File: config.mk
export PLATFORM = sky130hd
export DESIGN_NAME = vga_fb_scheduler
export DESIGN_NICKNAME = d
export VERILOG_FILES = /design/src/rtl/vga_fb_scheduler_pkg.sv /design/src/rtl/vga_fb_scheduler_sync_delay_line.sv /design/src/rtl/vga_fb_scheduler.sv
export SDC_FILE = /design/constraint.sdc
export NUM_CORES = 1
export LEC_CHECK = 0
export CORE_MARGIN = 4
export CORE_UTILIZATION = 39
export DETAILED_ROUTE_END_ITERATION = 10
export GPL_ROUTABILITY_DRIVEN = 0
export PLACE_DENSITY = 0.84
export SYNTH_ARGS = -nofsm -noshare
export SYNTH_HDL_FRONTEND = slang
export SYNTH_SLANG_ARGS = --single-unit
File: constraint.sdc
create_clock -name clk -period 1.1 [get_ports clk]
set_input_delay 0.11 -clock clk [delete_from_list [all_inputs] [get_ports clk]]
set_output_delay 0.11 -clock clk [all_outputs]
set_load 0.05 [all_outputs]
File: src/rtl/vga_fb_scheduler_pkg.sv
// Shared timing constants, frame buffer geometry and types for the
// display-side frame buffer scheduler.
//   fb_line_base() : row index -> first address of that row, built from
//                    shifts and adds of the constant FB_W (no multiplier).
package vga_pkg;

    localparam int H_VIS   = 640;
    localparam int V_VIS   = 480;
    localparam int H_TOTAL = 800;
    localparam int V_TOTAL = 525;
    localparam int FB_W    = 320;
    localparam int FB_H    = 240;
    localparam int SCALE   = 2;
    localparam int ADDR_W  = 17;

    typedef struct packed {
        logic [4:0] r;
        logic [5:0] g;
        logic [4:0] b;
    } rgb565_t;

    typedef enum logic {
        DISPLAY = 1'b0,
        PENDING = 1'b1
    } bank_state_e;

    // Constant multiply by FB_W expressed as a sum of shifted copies of row.
    function automatic logic [ADDR_W-1:0] fb_line_base(input logic [9:0] row);
        logic [ADDR_W-1:0] acc;
        logic [31:0]       w;
        acc = '0;
        w   = 32'(FB_W);
        for (int i = 0; i < ADDR_W; i++) begin
            if (w[i]) begin
                acc = acc + (ADDR_W'(row) << i);
            end else begin
                acc = acc;
            end
        end
        return acc;
    endfunction

endpackage

File: src/rtl/vga_fb_scheduler_sync_delay_line.sv
// Fixed-depth shift register for a small bundle of timing signals.
//   clk, reset : pixel clock, asynchronous active-high reset
//   din        : bundle entering the line
//   dout       : bundle delayed by DEPTH clocks; every stage resets to RESET_VAL
module sync_delay_line #(
    parameter int                 DEPTH     = 2,
    parameter int                 WIDTH     = 3,
    parameter logic [WIDTH-1:0]   RESET_VAL = '0
) (
    input  logic             clk,
    input  logic             reset,
    input  logic [WIDTH-1:0] din,
    output logic [WIDTH-1:0] dout
);

    logic [WIDTH-1:0] stage_r [DEPTH];

    // Shift chain; reset loads every stage with the idle value.
    always_ff @(posedge clk or posedge reset) begin
        if (reset) begin
            for (int i = 0; i < DEPTH; i++) begin
                stage_r[i] <= RESET_VAL;
            end
        end else begin
            stage_r[0] <= din;
            for (int i = 1; i < DEPTH; i++) begin
                stage_r[i] <= stage_r[i-1];
            end
        end
    end

    assign dout = stage_r[DEPTH-1];

endmodule

File: src/rtl/vga_fb_scheduler.sv
// Display-side read scheduler for a double-buffered QVGA RGB565 frame buffer.
// Issues 2x-upscaled read addresses from the VGA timing, maps returned pixels
// to RGB444 aligned with delayed syncs, and swaps bank ownership in vertical
// blank once the writer has completed a frame.
//   inputs : clk, reset, h_sync, v_sync, DE, x_pixel, y_pixel,
//            wr_frame_done, rd_data
//   outputs: rd_en, rd_addr, rd_bank, wr_bank, swap_ack, overrun,
//            vga_h_sync, vga_v_sync, vga_r, vga_g, vga_b (all registered)
module vga_fb_scheduler
    import vga_pkg::*;
#(
    parameter int RD_LAT = 1
) (
    input  logic              clk,
    input  logic              reset,
    input  logic              h_sync,
    input  logic              v_sync,
    input  logic              DE,
    input  logic [9:0]        x_pixel,
    input  logic [9:0]        y_pixel,
    input  logic              wr_frame_done,
    input  logic [15:0]       rd_data,
    output logic              rd_en,
    output logic [ADDR_W-1:0] rd_addr,
    output logic              rd_bank,
    output logic              wr_bank,
    output logic              swap_ack,
    output logic              overrun,
    output logic              vga_h_sync,
    output logic              vga_v_sync,
    output logic [3:0]        vga_r,
    output logic [3:0]        vga_g,
    output logic [3:0]        vga_b
);

    localparam int PIPE     = 2 + RD_LAT;
    localparam int SCALE_SH = $clog2(SCALE);

    logic [9:0]        row_s;
    logic [9:0]        col_s;
    logic [ADDR_W-1:0] addr_s;
    logic              rd_en_r;
    logic [ADDR_W-1:0] rd_addr_r;

    // Downscale the screen coordinate and form the linear buffer address.
    always_comb begin
        row_s  = y_pixel >> SCALE_SH;
        col_s  = x_pixel >> SCALE_SH;
        addr_s = fb_line_base(row_s) + ADDR_W'(col_s);
    end

    // Read request register; the address freezes outside the visible area.
    always_ff @(posedge clk or posedge reset) begin
        if (reset) begin
            rd_en_r   <= 1'b0;
            rd_addr_r <= '0;
        end else begin
            rd_en_r <= DE;
            if (DE) begin
                rd_addr_r <= addr_s;
            end else begin
                rd_addr_r <= rd_addr_r;
            end
        end
    end

    bank_state_e state_r;
    bank_state_e state_s;
    logic        at_swap_s;
    logic        swap_s;
    logic        overrun_set_s;
    logic        rd_bank_r;
    logic        wr_bank_r;
    logic        swap_ack_r;
    logic        overrun_r;
    logic        frame_valid_r;

    assign at_swap_s = (x_pixel == 10'd0) && (y_pixel == 10'(V_VIS));

    // Bank FSM state register.
    always_ff @(posedge clk or posedge reset) begin
        if (reset) begin
            state_r <= DISPLAY;
        end else begin
            state_r <= state_s;
        end
    end

    // Bank FSM next state; a done pulse on the swap cycle is consumed by the
    // swap it coincides with and only flags overrun.
    always_comb begin
        state_s       = state_r;
        swap_s        = 1'b0;
        overrun_set_s = 1'b0;
        case (state_r)
            DISPLAY: begin
                if (wr_frame_done) begin
                    state_s = PENDING;
                end else begin
                    state_s = DISPLAY;
                end
            end
            PENDING: begin
                overrun_set_s = wr_frame_done;
                if (at_swap_s) begin
                    swap_s  = 1'b1;
                    state_s = DISPLAY;
                end else begin
                    state_s = PENDING;
                end
            end
            default: begin
                state_s = DISPLAY;
            end
        endcase
    end

    // Bank ownership, swap strobe, sticky overrun and first-frame flag.
    always_ff @(posedge clk or posedge reset) begin
        if (reset) begin
            rd_bank_r     <= 1'b0;
            wr_bank_r     <= 1'b1;
            swap_ack_r    <= 1'b0;
            overrun_r     <= 1'b0;
            frame_valid_r <= 1'b0;
        end else begin
            swap_ack_r <= swap_s;
            overrun_r  <= overrun_r | overrun_set_s;
            if (swap_s) begin
                rd_bank_r     <= ~rd_bank_r;
                wr_bank_r     <= ~wr_bank_r;
                frame_valid_r <= 1'b1;
            end else begin
                rd_bank_r     <= rd_bank_r;
                wr_bank_r     <= wr_bank_r;
                frame_valid_r <= frame_valid_r;
            end
        end
    end

    // The delay line covers PIPE-1 clocks so its DE lines up with rd_data;
    // the output register below supplies the last stage for syncs and colour.
    logic [2:0] dly_s;

    sync_delay_line #(
        .DEPTH     (PIPE - 1),
        .WIDTH     (3),
        .RESET_VAL (3'b110)
    ) u_sync_dly (
        .clk   (clk),
        .reset (reset),
        .din   ({h_sync, v_sync, DE}),
        .dout  (dly_s)
    );

    rgb565_t    px_s;
    logic       vga_h_sync_r;
    logic       vga_v_sync_r;
    logic [3:0] vga_r_r;
    logic [3:0] vga_g_r;
    logic [3:0] vga_b_r;
    logic       unused_px_bits_s;

    assign px_s             = rgb565_t'(rd_data);
    assign unused_px_bits_s = ^{px_s.r[0], px_s.g[1:0], px_s.b[0]};

    // Output stage: delayed syncs and RGB444, black until a frame is valid.
    always_ff @(posedge clk or posedge reset) begin
        if (reset) begin
            vga_h_sync_r <= 1'b1;
            vga_v_sync_r <= 1'b1;
            vga_r_r      <= 4'h0;
            vga_g_r      <= 4'h0;
            vga_b_r      <= 4'h0;
        end else begin
            vga_h_sync_r <= dly_s[2];
            vga_v_sync_r <= dly_s[1];
            if (dly_s[0] && frame_valid_r) begin
                vga_r_r <= px_s.r[4:1];
                vga_g_r <= px_s.g[5:2];
                vga_b_r <= px_s.b[4:1];
            end else begin
                vga_r_r <= 4'h0;
                vga_g_r <= 4'h0;
                vga_b_r <= 4'h0;
            end
        end
    end

    assign rd_en      = rd_en_r;
    assign rd_addr    = rd_addr_r;
    assign rd_bank    = rd_bank_r;
    assign wr_bank    = wr_bank_r;
    assign swap_ack   = swap_ack_r;
    assign overrun    = overrun_r;
    assign vga_h_sync = vga_h_sync_r;
    assign vga_v_sync = vga_v_sync_r;
    assign vga_r      = vga_r_r;
    assign vga_g      = vga_g_r;
    assign vga_b      = vga_b_r;

endmodule

==> results.json <==
{
  "status": "complete, but fails checks",
  "violations": "negative setup slack",
  "wl_met3_um": 451,
  "fin_crit_ns": 2.01,
  "synth_flop_cell": "dfrtp_1",
  "fin_nets": 345,
  "ant_nets": 0,
  "finalSetupTns_ns": -6.02,
  "drc": 0,
  "synth_nets": 226,
  "slew_headroom_pct": 77.3,
  "finalSetupViolCount": 14,
  "worst_slew_pin_slew_ns": 0.337,
  "wl_met1_mm": 2.55,
  "fillers": 251,
  "cp_slowest_cell": "fa_2",
  "totalWireLength_mm": 7.48,
  "fp-row-count": 25,
  "cts_tree": "yes",
  "layout-drive-gt1-share_pct": 52.3,
  "ioPinCount": 78,
  "clock.fmax_mhz": 496,
  "worst_clock_skew_ns": 0.00692,
  "vias": 1889,
  "grt_pass1_vias": 2057,
  "start_kind": "primary input",
  "drtPass1Iterations": 4,
  "synth_area_leader_cell": "dfrtp_1",
  "power.total_uw": 5210,
  "grt_max_degree": 44,
  "postSynthCellCount": 165,
  "die_x_um": 80.0,
  "synth_edf_count": 0,
  "grt_setup_unrepaired": "yes",
  "ys_warn_count": 0,
  "max-cap-violations": 0,
  "clk_pin_slew_ns": 0.09,
  "critical_path_class": "primary input to flip-flop",
  "top_layer_used": "met4",
  "cp_slowest_stage_delay_ns": 0.61,
  "holdWs_ns": 0.192,
  "cp_max_fo": 3,
  "syn_area_um2": 2020,
  "power_density_nw_per_um2": 1330,
  "hp-class": "primary input to asynchronous set/reset pin",
  "drv_slew": 0,
  "cts_root_buffer": "clkbuf_8",
  "ir_drop_mv": 0.747,
  "yosys.cell_count.top_type": "dfrtp_1",
  "synthTopCellsByCount": "dfrtp_1, ha_1, and3_1",
  "overflow": 0,
  "vias_per_cell": 5.37,
  "htreeDepth": 2,
  "seqCellArea_um2": 1080,
  "worstSetupEndpointType": "flip-flop",
  "fin_crit_sh_pct": 183,
  "netlist-cell-type-count": 40,
  "clkSinkCount": 43,
  "critical_path_arrival_ns": 2.25,
  "synth_area_leaders": "dfrtp_1, ha_1, dfstp_2",
  "synth_top_area_share_pct": 44.6,
  "wire_per_inst_um": 21.3,
  "instances_no_fill": 352,
  "dp.cells": 331,
  "fp.dieArea_um2": 6400,
  "grt_pass1_wl_mm": 10.8,
  "multi_input_area_um2": 1130,
  "dr_wl_met2_mm": 4.17,
  "clk_latency_ns": 0.31,
  "track_usage_pct": 22.9,
  "drt_iter0_drc": 191,
  "required_ns": 1.34,
  "crit_chain": "buf_8 > inv_4 > fa_2 > buf_6 > inv_4 > ha_4 > a211oi_4 > o21bai_2 > a21oi_4 > or4_1 > nand3_1",
  "synth_seq_cells": 43,
  "start_util_pct": 41.4,
  "avgSynthCellArea_um2": 12.2,
  "setup_slack_ns": -0.915,
  "port-buffer-count": 73,
  "dp_slack_ns": -1.59,
  "ys_seq_area_share_pct": 53.7,
  "leakage_uw": 0.00179,
  "hold_viol": 0,
  "syn2layout_area_growth_pct": 93.4,
  "antenna_found_initial": 0,
  "clock_path_buffers": 2,
  "numCtsBuffers": 5,
  "dpl.hpwl_mm": 4.58,
  "dieHeight_um": 80.0,
  "diodes": 0,
  "coreArea_um2": 4880,
  "crit_top_cell": "inv_4",
  "synthArstFlopShare_pct": 100
}
## worst max-delay path: cells and delay by family
family,cells,cell delay (ns)
adder cells (fa/ha/maj),2,0.88
AND/OR/NAND/NOR,2,0.64
AO/OA/AOI/OAI,3,0.35
buffers and inverters,4,0.27
## logic make-up (layout without fill, tap and decap cells)
logic type	Yosys count	in the layout	share of synthesized area, %
compound gates	27	27	9.78
xor+xnor	5	5	2.17
fa+ha+maj	19	19	12.5
buf+inv	16	136	3.10
flops	43	43	53.7
mux	11	11	6.13
simple gates	44	44	12.6
## per-layer routing
layer | vias up | global-route usage, %
met4 | 0 | 11.8
met5 | - | 0
met3 | 30 | 4.74
met2 | 99 | 43.0
li1 | 828 | -
met1 | 932 | 23.5
## flip-flops by register name (all words and copies together) (netlist names)
register / cells
state_r: 1
swap_ack: 1
vga_h_sync: 1
overrun: 1
rd_bank: 1
vga_r: 4
vga_g: 4
rd_addr: 17
vga_v_sync: 1
u_sync_dly.stage_r: 3
vga_b: 4
frame_valid_r: 1
wr_bank: 1
u_sync_dly.dout: 3
## cell type report
| class | instances | area share, % |
|---|---|---|
| clock buffer | 5 | 1.76 |
| tap | 67 | 2.15 |
| inverter | 11 | 1.47 |
| timing repair buffer | 117 | 36.9 |
| sequential | 43 | 27.8 |
| clock inverter | 3 | 1.12 |
| multi-input combinational | 106 | 28.9 |
## power by group
group	switching (µW)	internal (µW)	total [µW]
Combinational	1010	1040	2050
Sequential	151	1720	1870
Clock	609	677	1290
## cells in the final DEF, fill, tap and decap left out, types with 6 or more instances in the layout
| cell type | n |
|---|---|
| and3_1 | 12 |
| nor2_1 | 7 |
| clkdlybuf4s50_1 | 17 |
| mux2_2 | 6 |
| dfstp_2 | 7 |
| ha_4 | 10 |
| dlygate4sd2_1 | 10 |
| buf_12 | 37 |
| buf_4 | 42 |
| ha_1 | 7 |
| dfrtp_1 | 36 |
## per-stage QoR
stage	utilization, %	cell area (µm²)
after floorplan	-	2050
after global placement	70.7	3450
after detailed placement	70.7	3450
after CTS	77.8	3800
after global routing	80.1	3910
final	80.1	3910
## timing repair
item	in CTS	in global routing
gates resized for setup	73	16
hold buffers	0	0
setup buffers	7	6
endpoints found under the setup margin	19	22
hold endpoints to repair	0	0
pin swaps	25	15
cloned	0	0
## worst paths after layout
path	start	end	slack, ns	depth (start not counted)
max	x_pixel[9]	rd_addr[16]$_DFFE_PP0P_	-0.91	11
min	reset	rd_addr[2]$_DFFE_PP0P_	0.19	3
max reg2reg	state_r$_DFF_PP0_	frame_valid_r$_DFFE_PP0P_	-0.03	4
min reg2reg	u_sync_dly.dout[1]$_DFF_PP1_	vga_v_sync$_DFF_PP1_	0.36	0
max in group asynchronous	reset	wr_bank$_DFFE_PP1P_	0.64	3
min in group clk	h_sync	u_sync_dly.stage_r[5]$_DFF_PP1_	0.19	1
(Power assumes the default switching activity.)
